==> src/rtl/mem_arb_pkg.sv <==
// Shared encodings for the IFU/LSU data-memory arbiter: memory op codes,
// FSM states and requester ids.
package mem_arb_pkg;

  localparam logic [2:0] MEMOP_B  = 3'b000;
  localparam logic [2:0] MEMOP_H  = 3'b001;
  localparam logic [2:0] MEMOP_W  = 3'b010;
  localparam logic [2:0] MEMOP_BU = 3'b100;
  localparam logic [2:0] MEMOP_HU = 3'b101;

  typedef enum logic [1:0] {
    ST_IDLE  = 2'd0,
    ST_ISSUE = 2'd1,
    ST_WAIT  = 2'd2,
    ST_RESP  = 2'd3
  } arb_state_e;

  localparam logic GNT_IFU = 1'b0;
  localparam logic GNT_LSU = 1'b1;

endpackage

==> src/rtl/mem_lane_align.sv <==
// Byte-lane shaping for one access: store shift/mask, load extract/extend,
// and legality of the op/offset/direction combination.
module mem_lane_align
  import mem_arb_pkg::*;
(
  input  logic [2:0]  op,
  input  logic [1:0]  offset,
  input  logic        wen,
  input  logic [31:0] store_data,
  input  logic [31:0] read_word,
  output logic [31:0] wdata,
  output logic [3:0]  wmask,
  output logic [31:0] load_data,
  output logic        illegal
);

  logic        is_byte;
  logic        is_half;
  logic        is_word;
  logic [4:0]  lane_shift;
  logic [7:0]  byte_sel;
  logic [15:0] half_sel;

  assign is_byte    = (op == MEMOP_B) || (op == MEMOP_BU);
  assign is_half    = (op == MEMOP_H) || (op == MEMOP_HU);
  assign is_word    = (op == MEMOP_W);
  assign lane_shift = {offset, 3'b000};
  assign byte_sel   = read_word[lane_shift +: 8];
  // A legal half access always has offset[0] = 0, so only offset[1] picks the lanes
  assign half_sel   = read_word[{offset[1], 4'b0000} +: 16];

  always_comb begin
    illegal = !(is_byte || is_half || is_word)
              || (wen && op[2])
              || (is_half && offset[0])
              || (is_word && (offset != 2'b00));
  end

  always_comb begin
    wdata = '0;
    wmask = '0;
    if (wen) begin
      wdata = store_data << lane_shift;
      if (is_byte)      wmask = 4'b0001 << offset;
      else if (is_half) wmask = 4'b0011 << offset;
      else              wmask = 4'b1111;
    end
  end

  always_comb begin
    load_data = read_word;
    if (is_byte)
      load_data = op[2] ? {24'd0, byte_sel} : {{24{byte_sel[7]}}, byte_sel};
    else if (is_half)
      load_data = op[2] ? {16'd0, half_sel} : {{16{half_sel[15]}}, half_sel};
  end

endmodule

==> src/rtl/mem_arbiter.sv <==
// Round-robin arbiter and sequencer sharing one data-memory port between
// the IFU (word fetches) and the LSU (byte/half/word loads and stores).
//
// state    | meaning
// ---------+-----------------------------------------------------------
// ST_IDLE  | arbitrate, accept winner, latch request, check legality
// ST_ISSUE | MemReqValid high until MemReqReady
// ST_WAIT  | wait for MemRespValid, capture shaped read data
// ST_RESP  | one-cycle response pulse to the granted requester
module mem_arbiter
  import mem_arb_pkg::*;
(
  input  logic        clk,
  input  logic        rst,
  input  logic        IfuReqValid,
  output logic        IfuReqReady,
  input  logic [31:0] IfuAddr,
  output logic        IfuRespValid,
  output logic [31:0] IfuRdata,
  output logic        IfuErr,
  input  logic        LsuReqValid,
  output logic        LsuReqReady,
  input  logic [31:0] LsuAddr,
  input  logic        LsuWen,
  input  logic [2:0]  LsuMemOp,
  input  logic [31:0] LsuWdata,
  output logic        LsuRespValid,
  output logic [31:0] LsuRdata,
  output logic        LsuErr,
  output logic        MemReqValid,
  input  logic        MemReqReady,
  output logic [31:0] MemAddr,
  output logic        MemWen,
  output logic [31:0] MemWdata,
  output logic [3:0]  MemWmask,
  input  logic        MemRespValid,
  input  logic [31:0] MemRdata
);

  arb_state_e  state;
  arb_state_e  state_nxt;
  logic        last_grant;
  logic        gnt_id;
  logic [31:0] addr_q;
  logic [2:0]  op_q;
  logic        wen_q;
  logic [31:0] wdata_q;
  logic [31:0] rdata_q;
  logic        err_q;

  logic        ifu_win;
  logic        accept;
  logic [31:0] cand_addr;
  logic [2:0]  cand_op;
  logic        cand_wen;
  logic [31:0] cand_wdata;

  logic [31:0] al_addr;
  logic [2:0]  al_op;
  logic        al_wen;
  logic [31:0] al_wdata;
  logic [31:0] shaped_wdata;
  logic [3:0]  shaped_wmask;
  logic [31:0] load_data;
  logic        illegal;

  logic        in_issue;
  logic        resp_ifu;
  logic        resp_lsu;

  assign ifu_win = IfuReqValid && (!LsuReqValid || (last_grant == GNT_LSU));
  assign accept  = (state == ST_IDLE) && !rst && (IfuReqValid || LsuReqValid);

  always_comb begin
    cand_addr  = LsuAddr;
    cand_op    = LsuMemOp;
    cand_wen   = LsuWen;
    cand_wdata = LsuWdata;
    if (ifu_win) begin
      cand_addr  = IfuAddr;
      cand_op    = MEMOP_W;
      cand_wen   = 1'b0;
      cand_wdata = '0;
    end
  end

  // In IDLE the aligner looks at the arbitration winner so legality is known
  // at acceptance; afterwards it shapes the latched request.
  assign al_addr  = (state == ST_IDLE) ? cand_addr  : addr_q;
  assign al_op    = (state == ST_IDLE) ? cand_op    : op_q;
  assign al_wen   = (state == ST_IDLE) ? cand_wen   : wen_q;
  assign al_wdata = (state == ST_IDLE) ? cand_wdata : wdata_q;

  mem_lane_align u_align (
    .op         (al_op),
    .offset     (al_addr[1:0]),
    .wen        (al_wen),
    .store_data (al_wdata),
    .read_word  (MemRdata),
    .wdata      (shaped_wdata),
    .wmask      (shaped_wmask),
    .load_data  (load_data),
    .illegal    (illegal)
  );

  always_comb begin
    state_nxt = state;
    case (state)
      ST_IDLE:  if (accept) state_nxt = illegal ? ST_RESP : ST_ISSUE;
      ST_ISSUE: if (MemReqReady) state_nxt = ST_WAIT;
      ST_WAIT:  if (MemRespValid) state_nxt = ST_RESP;
      ST_RESP:  state_nxt = ST_IDLE;
      default:  state_nxt = ST_IDLE;
    endcase
  end

  always_ff @(posedge clk or posedge rst) begin
    if (rst) begin
      state      <= ST_IDLE;
      last_grant <= GNT_LSU;
      gnt_id     <= GNT_IFU;
      addr_q     <= '0;
      op_q       <= '0;
      wen_q      <= 1'b0;
      wdata_q    <= '0;
      rdata_q    <= '0;
      err_q      <= 1'b0;
    end else begin
      state <= state_nxt;
      if (accept) begin
        gnt_id  <= ifu_win ? GNT_IFU : GNT_LSU;
        addr_q  <= cand_addr;
        op_q    <= cand_op;
        wen_q   <= cand_wen;
        wdata_q <= cand_wdata;
        rdata_q <= '0;
        err_q   <= illegal;
      end
      if ((state == ST_WAIT) && MemRespValid)
        rdata_q <= wen_q ? 32'd0 : load_data;
      if (state == ST_RESP)
        last_grant <= gnt_id;
    end
  end

  assign in_issue = (state == ST_ISSUE);
  assign resp_ifu = (state == ST_RESP) && (gnt_id == GNT_IFU);
  assign resp_lsu = (state == ST_RESP) && (gnt_id == GNT_LSU);

  assign IfuReqReady  = accept && ifu_win;
  assign LsuReqReady  = accept && !ifu_win;

  assign MemReqValid  = in_issue;
  assign MemAddr      = in_issue ? {addr_q[31:2], 2'b00} : 32'd0;
  assign MemWen       = in_issue && wen_q;
  assign MemWdata     = in_issue ? shaped_wdata : 32'd0;
  assign MemWmask     = in_issue ? shaped_wmask : 4'd0;

  assign IfuRespValid = resp_ifu;
  assign IfuRdata     = resp_ifu ? rdata_q : 32'd0;
  assign IfuErr       = resp_ifu && err_q;
  assign LsuRespValid = resp_lsu;
  assign LsuRdata     = resp_lsu ? rdata_q : 32'd0;
  assign LsuErr       = resp_lsu && err_q;

endmodule

==> config.mk <==
export PLATFORM = sky130hd
export DESIGN_NAME = mem_arbiter
export DESIGN_NICKNAME = d
export VERILOG_FILES = /design/src/rtl/mem_arb_pkg.sv /design/src/rtl/mem_lane_align.sv /design/src/rtl/mem_arbiter.sv
export SDC_FILE = /design/constraint.sdc
export NUM_CORES = 1
export LEC_CHECK = 0
export BUFFER_PORTS_ARGS = -buffer_cell sky130_fd_sc_hd__clkbuf_2
export CAP_MARGIN = 20
export CELL_PAD_IN_SITES_DETAIL_PLACEMENT = 1
export CELL_PAD_IN_SITES_GLOBAL_PLACEMENT = 2
export CORE_MARGIN = 1.5
export CORE_UTILIZATION = 24
export DETAILED_ROUTE_END_ITERATION = 7
export GPL_ROUTABILITY_DRIVEN = 0
export GPL_TIMING_DRIVEN = 1
export HOLD_SLACK_MARGIN = 0.02
export PLACE_DENSITY_LB_ADDON = 0.1
export SYNTH_ARGS = -nofsm -noshare
export SYNTH_HDL_FRONTEND = slang
export SYNTH_SLANG_ARGS = --single-unit
==> constraint.sdc <==
create_clock -name clk -period 7.7 [get_ports clk]
set_clock_uncertainty 0.05 [all_clocks]
set_input_delay 1.54 -clock clk [delete_from_list [all_inputs] [get_ports clk]]
set_output_delay 1.54 -clock clk [all_outputs]
set_load 0.01 [all_outputs]
==> results of run 1 <==
==> cell usage after synthesis (17+ instances only) <==
cell type  number  area [um2]
nand3_1        66       330.3
nand4b_1       17       148.9
dfrtp_1       104        2603
clkbuf_1       59       221.5
nor2_1         68       255.2
o21ai_0        32       160.2
nand2_1       215       807.0
a31oi_1        48       300.3
nor2b_1        26       162.7
and2_1         65       406.6
o211ai_1       17       127.6
and3_1         34       212.7
==> worst max-delay path, delay by kind of cell <==
kind	cells	cell delay (ps)
compound gates	3	930
buf+inv	4	990
simple gates	2	880
==> layout make-up <==
class	instances	area, um2
Fill cell	3628	19900
Clock buffer	9	225.2
Sequential cell	105	2629
Multi-Input combinational cell	724	4125
Clock inverter	7	81.33
Timing Repair Buffer	289	1501
Tap cell	384	480.5
Inverter	18	70.07
==> routing by layer <==
| metal | share of wire | global-route usage | vias to the layer above |
|---|---|---|---|
| met5 | 0 | 0 | - |
| met4 | 0.0093 | 0.03811 | 0 |
| met3 | 0.045 | 0.03203 | 18 |
| met2 | 0.46 | 0.3221 | 192 |
| met1 | 0.48 | 0.2712 | 3625 |
| li1 | - | - | 3666 |
==> metrics by stage <==
| stage | utilization | power (W) | setup WS [ps] |
|---|---|---|---|
| 6_report | 0.3141 | 0.003572 | 1717 |
| 5_1_grt | 0.3141 | 0.003910 | 1445 |
| 4_1_cts | 0.3131 | 0.003616 | 1667 |
| 3_5_place_dp | 0.3026 | 0.003087 | 1663 |
| 3_3_place_gp | 0.3026 | 0.003073 | 1743 |
| 2_1_floorplan | - | 0.002371 | 1258 |
==> power by group <==
| group | internal, W | total [W] | switching [W] |
|---|---|---|---|
| sequential | 0.000797 | 0.000940 | 0.000143 |
| combinational | 0.000723 | 0.00212 | 0.00139 |
| clock | 0.000260 | 0.000515 | 0.000255 |
==> layout by cell type, fill, tap and decap left out, types with 3 or more instances in the layout <==
| cell type | count |
|---|---|
| a211o_1 | 8 |
| a21o_1 | 7 |
| a21oi_1 | 14 |
| a22o_1 | 3 |
| a311oi_1 | 8 |
| a31o_2 | 3 |
| a31oi_1 | 48 |
| a32o_1 | 6 |
| a32oi_1 | 8 |
| and2_1 | 65 |
| and3_1 | 34 |
| buf_4 | 13 |
| clkbuf_16 | 9 |
| clkbuf_2 | 275 |
| dfrtp_1 | 104 |
| ha_1 | 8 |
| inv_1 | 14 |
| inv_2 | 3 |
| inv_6 | 4 |
| mux2_2 | 3 |
| nand2_1 | 214 |
| nand3_1 | 66 |
| nand4b_1 | 17 |
| nor2_1 | 68 |
| nor2b_1 | 25 |
| o211ai_1 | 17 |
| o211ai_2 | 10 |
| o21a_1 | 6 |
| o21ai_0 | 31 |
| o22ai_1 | 9 |
| o31ai_1 | 10 |
==> worst min path at each step <==
stage	cells past startpoint	start	endpoint	slack (ps)
6_report	2	wdata_q[18]	wdata_q[18]	420
3_5_place_dp	2	wdata_q[31]	wdata_q[31]	410
2_1_floorplan	2	wdata_q[0]	wdata_q[0]	390
4_1_cts	2	wdata_q[18]	wdata_q[18]	430
3_3_place_gp	2	wdata_q[21]	wdata_q[21]	400
5_1_grt	2	wdata_q[2]	wdata_q[2]	460
==> registers in the layout (all words and copies together) (netlist names) <==
register,cells
gnt_id,1
wdata_q,32
last_grant,1
state,2
err_q,1
op_q,3
wen_q,1
addr_q,32
rdata_q,32
==> cell families (layout without fill, tap and decap cells) <==
group / Yosys count / count (layout)
and+or+nand+nor: 503 / 503
AOI/OAI and AO/OA: 205 / 205
DFF: 105 / 105
buffers and inverters: 100 / 323
adders and majority gates: 9 / 9
muxes: 5 / 5
other: 1 / 2
==> results.ini, run 1 <==
[global_route]
grt_use_total=0.1960
grt_antenna_before_repair=0
gr-total-overflow=0
grt_pass1_wl_um=46930
grt_pass1_vias=7789
grt_max_degree=70

[critical_path]
cp_cell_sequence=clkbuf_2 -> inv_2 -> o21ai_2 -> a31o_2 -> inv_2 -> nor2_1 -> a32oi_1 -> nor2_1 -> clkbuf_2
crit_path_start_kind=input port
path_class=input port to output pin
reg2reg_from=state[1]
setup.worst_path.end=MemWdata[19]
r2r_cells=7
arrival_ps=4390
worst_path_largest_cell_delay_ps=750
crit_slowest_cell=nor2_1
crit_fanout=39
timing.rr.end=rdata_q[31]
worstSetupEndpointType=output pin
cp-startpoint=IfuReqValid
crit_required_ps=6110
r2r_setup_slack_ps=3620

[cts]
cts_sinks=105
postCtsSetupBuffers=0
cts_tree=built
cts_max_path_buffers=2
insertion_delay_ps=360
ctsHoldBuffers=0
clk_pin_slew_ps=70
htreeDepth=3
cts_resized=0
root_buffer=clkbuf_16
cts_buffers=9

[sta]
setup_viol=0
rsz0062_at_grt=false
fmax_ghz=0.1671
worst_pin_slew_ps=989.7
finalSetupTns_ps=0
post-route-period-util=0.7770
maxSlewHeadroom=0.3388
hold_viol=0
period_minus_slack_ps=5983
holdWs_ps=420.2
slew_viol_final=0

[floorplanning]
core-area_um2=29010
dieWidth_um=175.5
die_h_um=175.5
rows=62
initial_utilization=0.2461
die_area_um2=30800
io-pin-count=278

[pwr]
p_leak_nw=4.578
ir_worst_vdd_mv=0.1186
pwr_density_cell_nw_per_um2=392.0

[synth]
syn_area_per_cell_um2=7.695
ys_ff_latch=105
synth_cell_types=59
synthAdderAreaFrac=0.01577
synth_edf_count=0
muxShareOfSynthArea=0.007535
synth-compound-area-share=0.2118
synth_seq_area_share=0.3681
syn_inst=928
synth_top_family_by_area=simple AND/OR/NAND/NOR gates
yosysWarningCount=0
synth-xor-area-share=0
yosys.area_share.simple=0.3371
synthFlopType=dfrtp_1
netlist_area_um2=7141
ys_async_sr_fraction=1.000

[drt]
antenna_left=0
vias=7501
drc=0
initialDrtViolationCount=344
drtPass1Iterations=6
via_per_inst=4.883
wire_per_inst_um=19.49
wirelength_um=29940

[place]
placed_cell_area_um2=8778
placedCellCount=1519
place.detailed.hpwl_um=20810
port_buffers=275

[layout]
syn_to_final_growth_pct=27.62
fin_area_um2=9112
layout.nets=1294
diodes=0
stdcell_count=1536
drive_above_1_share=0.2986

[outcome]
status=completed

[hold_path]
hold_path_class=register to register

[flow_run]
drv_cap=0

Note: power is estimated with default switching activity, not from simulation.
==> run 2, diff against run 1 <==
--- a/config.mk
+++ b/config.mk
@@ -5,6 +5,7 @@
 export SDC_FILE = /design/constraint.sdc
 export NUM_CORES = 1
 export LEC_CHECK = 0
+export ABC_AREA = 1
 export BUFFER_PORTS_ARGS = -buffer_cell sky130_fd_sc_hd__clkbuf_2
 export CAP_MARGIN = 20
 export CELL_PAD_IN_SITES_DETAIL_PLACEMENT = 1
==> constraint.sdc (replaced) <==
create_clock -name clk -period 5.95 [get_ports clk]
set_clock_uncertainty 0.05 [all_clocks]
set_input_delay 1.19 -clock clk [delete_from_list [all_inputs] [get_ports clk]]
set_output_delay 1.19 -clock clk [all_outputs]
set_load 0.01 [all_outputs]
==> run 2 against run 1 <==
- wire length down 6.4%
- non-clock buffer count shrank 1
- die area grew 2.1%
- sequential power grew 22%
- combinational power up 24%
- utilization decreased by 0.93 points
- total power grew 23%
- area after synthesis grew 2.1%
- final area fell by 0.34%
- first-iteration DRC count down 2.3%
==> results.ini, run 2 <==
[drt]
wirelength_um=28030
drtPass1Iterations=4
route.met2.wl_um=12540
met1Wirelength_um=13620
antenna_left=0
initialDrtViolationCount=336
top_layer_used=met5
vias=7746
met3_length_um=1709
wire_per_inst_um=16.21
via_per_inst=4.480
drc=0

[critical_path]
crit_required_ps=4710
crit_path_start_kind=input port
arrival_ps=3600
worstSetupEndpointType=output pin
path_class=input port to output pin
crit_fanout=72

[pwr]
clockPowerShare=0.143
combPwrFrac=0.595
pwr-share-seq=0.262
ir_worst_vdd_mv=0.1890
pwr_density_cell_nw_per_um2=484.8
switchingPower_w=0.002289
p_leak_nw=4.956
switching_share=0.5199
intPower_w=0.002114

[sta]
post-route-period-util=0.8130
finalSetupTns_ps=0
hold_viol=0
fmax_ghz=0.2067
setup_viol=0
worst_pin_slew_ps=824.7
maxSlewHeadroom=0.4482
slew_viol_final=0
period_minus_slack_ps=4837
rsz0062_at_grt=false

[outcome]
status=completed

[cts]
cts_buffers=9
root_buffer=clkbuf_16
insertion_delay_ps=360
postCtsSetupBuffers=0
cts_sinks=105
ctsHoldBuffers=0
clk_pin_slew_ps=80
cts_resized=0
cts_tree=built
htreeDepth=3
cts_max_path_buffers=2

[place]
port_buffers=275
place.detailed.hpwl_um=20670

[synth]
synth_cell_types=34
syn_inst=1111
syn_area_per_cell_um2=6.561
synth_seq_area_share=0.3606
ys_async_sr_fraction=1.000
synth_area_leaders=dfrtp_1 (36%), nand2_1 (16%), nand3_1 (13%), nor2_1 (7.3%), inv_1 (5.8%)
synth_edf_count=0
netlist_area_um2=7289
yosysWarningCount=0
synthFlopType=dfrtp_1
synthMostInstantiatedCell=nand2_1
yosys.area.top_type_share=0.3570
ys_ff_latch=105
yosys.area.top_type=dfrtp_1
synthTopCellsByCount=nand2_1 (312), nand3_1 (195), nor2_1 (141), inv_1 (113), dfrtp_1 (104)

[layout]
final_common_cell=nand2_1
mostFrequentLayoutCells=nand2_1 (312), clkbuf_2 (275), nand3_1 (195), nor2_1 (140), inv_1 (112)
syn_to_final_growth_pct=24.58
final_core_util=0.3048
drive_above_1_share=0.2571
top_regs=addr_q: 32 flops, rdata_q: 32 flops, wdata_q: 32 flops
layout.nets=1480

[global_route]
grt_pass1_vias=7874
grt_pass1_wl_um=44610
grt_max_degree=75
grt_antenna_before_repair=3
gr-total-overflow=0
grt_use_total=0.1804

[floorplanning]
rows=63
dieWidth_um=177.3
die_h_um=177.3
initial_utilization=0.2446
die_area_um2=31430
core-area_um2=29800
io-pin-count=278

[hold_path]
hold_path_class=register to register

[flow_run]
drv_cap=0

[run 2: cell count changes in the layout (fill, tap and decap cells not counted), sizes merged, moves of 34 or more]
cell,change
nand3,+131
a31oi,-46
and3,-34
nand2,+113
nor2,+74
o21ai,+43
and2,-65
inv,+98
[run 2: cell families (layout without fill, tap and decap cells)]
kind of cell	count (synthesis)	in the layout	share of synthesized area
AND/OR/NAND/NOR	681	681	0.4080
other	1	3	0.0005144
flip-flops	105	105	0.3606
AO/OA/AOI/OAI	120	120	0.08840
adder cells (fa/ha/maj)	9	9	0.01545
buffers and inverters	195	421	0.1270
[run 2: final timing paths]
check / start / endpoint / slack [ps] / cells after the start
min in group asynchronous: rst / addr_q[18] / 960 / 2
worst max register to register: state[0] / rdata_q[23] / 2620 / 13
max in group asynchronous: rst / rdata_q[2] / 3670 / 3
worst min-delay path: rdata_q[10] / rdata_q[10] / 430 / 2
worst max-delay path: LsuReqValid / MemWmask[1] / 1110 / 12
worst min register to register: rdata_q[10] / rdata_q[10] / 430 / 2
[run 2: per-stage QoR]
stage | hold slack (ps) | std cells | setup slack, ps | area (um2) | power, W
after floorplan | 399.1 | 1112 | 1951 | 7293 | 0.003168
after global placement | 415.6 | 1712 | 1110 | 8788 | 0.003805
after detailed placement | 417.3 | 1712 | 1047 | 8788 | 0.003838
after CTS | 439.6 | 1728 | 1046 | 9079 | 0.004494
after global routing | 454.4 | 1728 | 876.1 | 9079 | 0.004896
final | 431.9 | 1729 | 1113 | 9081 | 0.004403
[run 2: power groups by stage]
stage,Clock [W],Combinational [W],Sequential (W)
after floorplan,0,0.00203,0.00114
after global placement,0,0.00265,0.00116
after detailed placement,0,0.00266,0.00117
after CTS,0.000657,0.00268,0.00116
after global routing,0.000683,0.00302,0.00120
final,0.000629,0.00262,0.00115
[run 2: final cells by class]
type | instances | area (um2)
Multi-Input combinational cell | 812 | 3754
Clock inverter | 6 | 61.31
Fill cell | 3904 | 20710
Tap cell | 390 | 488.0
Sequential cell | 105 | 2629
Timing Repair Buffer | 288 | 1474
Inverter | 117 | 444.2
Antenna cell | 1 | 2.502
Clock buffer | 10 | 229.0
[run 2: layer usage]
| metal | GRT usage | up-vias |
|---|---|---|
| met4 | 0.02521 | 4 |
| li1 | - | 3938 |
| met2 | 0.2865 | 193 |
| met3 | 0.04188 | 11 |
| met5 | 0 | - |
| met1 | 0.2532 | 3600 |
[run 2: worst max-delay path, stage by stage]
cell,delay [ps]
clkbuf_2,100
nand2_2,100
nand2_4,120
buf_4,580
nand3b_1,170
nand2_2,380
inv_4,100
nor2_8,200
inv_2,190
o21ai_0,190
a21oi_1,90
clkbuf_2,170
==> run 3, diff against run 2 <==
--- a/config.mk
+++ b/config.mk
@@ -5,7 +5,7 @@
 export SDC_FILE = /design/constraint.sdc
 export NUM_CORES = 1
 export LEC_CHECK = 0
-export ABC_AREA = 1
+export ABC_AREA = 0
 export BUFFER_PORTS_ARGS = -buffer_cell sky130_fd_sc_hd__clkbuf_2
 export CAP_MARGIN = 20
 export CELL_PAD_IN_SITES_DETAIL_PLACEMENT = 1
==> constraint.sdc (replaced) <==
create_clock -name clk -period 3.9 [get_ports clk]
set_clock_uncertainty 0.05 [all_clocks]
set_input_delay 0.78 -clock clk [delete_from_list [all_inputs] [get_ports clk]]
set_output_delay 0.78 -clock clk [all_outputs]
set_load 0.01 [all_outputs]
==> run 3 against run 2 <==
- die area shrank 2.0%
- global-route usage is 1.1 points higher
- sequential cell count is the same
- count of clock-buffer cells in the layout stayed put
- via count down 2.5%
- wire length is 5.5% higher
- cell count decreased by 10%
- critical endpoint is now MemWdata[23]
- largest cell class unchanged
==> results.ini, run 3 (same netlist as run 1, synthesis figures left out) <==
[outcome]
status=completed

[drt]
wire_per_inst_um=19.04
vias=7554
via_per_inst=4.861
drc=0
antenna_left=0
initialDrtViolationCount=437
wirelength_um=29590
drtPass1Iterations=4

[floorplanning]
die_h_um=175.5
rows=62
dieWidth_um=175.5
initial_utilization=0.2461
core-area_um2=29010
io-pin-count=278
die_area_um2=30800

[pwr]
switching_share=0.4914
ir_worst_vdd_mv=0.2754
pwr-share-seq=0.258
switchingPower_w=0.003510
clockPowerShare=0.143
combPwrFrac=0.599
pwr_density_cell_nw_per_um2=770.5
p_leak_nw=4.654
intPower_w=0.003634

[critical_path]
crit_fanout=44
crit_path_start_kind=register
worstSetupEndpointType=output pin
path_class=register to output pin
crit_required_ps=3070
arrival_ps=2790

[cts]
cts_max_path_buffers=2
clk_pin_slew_ps=90
root_buffer=clkbuf_16
postCtsSetupBuffers=0
cts_buffers=9
insertion_delay_ps=370
cts_resized=0
ctsHoldBuffers=0
cts_tree=built
cts_sinks=105
htreeDepth=3

[place]
preCtsSetupSlack_ps=450.0
place.detailed.hpwl_um=21510
placedCellCount=1537
port_buffers=275

[sta]
slew_viol_final=0
fin_ws_ps=277.3
worst_pin_slew_ps=832.4
fmax_ghz=0.2760
rsz0062_at_grt=false
hold_viol=0
period_minus_slack_ps=3623
finalSetupTns_ps=0
setup_viol=0
post-route-period-util=0.9289
maxSlewHeadroom=0.4451

[layout]
n_fill_cell=3622
final_core_util=0.3196
stdcell_count=1554
layout.nets=1311
final_common_cell=clkbuf_2
drive_above_1_share=0.3088
mostFrequentLayoutCells=clkbuf_2 (275), nand2_1 (214), dfrtp_1 (104), nor2_1 (67), nand3_1 (66)
syn_to_final_growth_pct=29.86
regArea_um2=2629
top_regs=addr_q: 32 flops, rdata_q: 32 flops, wdata_q: 32 flops
multiInputGateArea_um2=4125

[global_route]
grt_pass1_wl_um=45440
grt_pass1_vias=7683
grt_use_total=0.1915
grt_antenna_before_repair=3
gr-total-overflow=0
grt_max_degree=61

[flow_run]
drv_cap=0

[hold_path]
hold_path_class=register to register

## run 3: final timing paths
path | startpoint | endpoint | slack [ps] | cells after the start
worst max-delay path | state[1] | MemWdata[23] | 280 | 9
worst min-delay path | wdata_q[7] | wdata_q[7] | 420 | 2
worst max register to register | state[1] | rdata_q[30] | 570 | 9
worst min register to register | wdata_q[7] | wdata_q[7] | 420 | 2
max in group asynchronous | rst | wdata_q[7] | 1880 | 4
min in group asynchronous | rst | op_q[2] | 620 | 3
## run 3: cell type report
class	instances	share of cell area
flip-flops and latches	105	0.2835
inverters	18	0.007691
clock inverters	6	0.009176
diodes	1	0.0002699
well taps	384	0.05181
clock buffers	10	0.02469
repair buffers	306	0.1780
multi-input cells	724	0.4449
## run 3: stage by stage
step	power [W]	instance area [um2]	hold WS (ps)
2_1_floorplan	0.004686	7159	388.1
3_3_place_gp	0.006185	8952	401.2
3_5_place_dp	0.006215	8952	405.8
4_1_cts	0.007266	9266	424.3
5_1_grt	0.007796	9270	436.3
6_report	0.007144	9273	421.0
## run 3: per-layer routing
metal | up-vias | part of all wire | GRT usage
met5 | - | 0.00041 | 0
met4 | 2 | 0.0077 | 0.03348
met3 | 17 | 0.045 | 0.03896
met2 | 167 | 0.49 | 0.3247
met1 | 3672 | 0.46 | 0.2536
li1 | 3696 | - | -
## run 3: power groups by stage
stage / clock [W] / sequential [W] / combinational, W
after floorplan: 0 / 0.00177 / 0.00292
after global placement: 0 / 0.00185 / 0.00434
after detailed placement: 0 / 0.00187 / 0.00435
after CTS: 0.00106 / 0.00185 / 0.00436
after global routing: 0.00110 / 0.00191 / 0.00479
final: 0.00102 / 0.00184 / 0.00428
## run 3: critical path, cell delays in order (launching register included)
cell      delay, ps
dfrtp_1         430
inv_1           130
ha_2            450
buf_6           360
nor2b_1          90
a31oi_1         390
nand2_1         110
a32oi_1         210
nor2_1           80
clkbuf_2        140
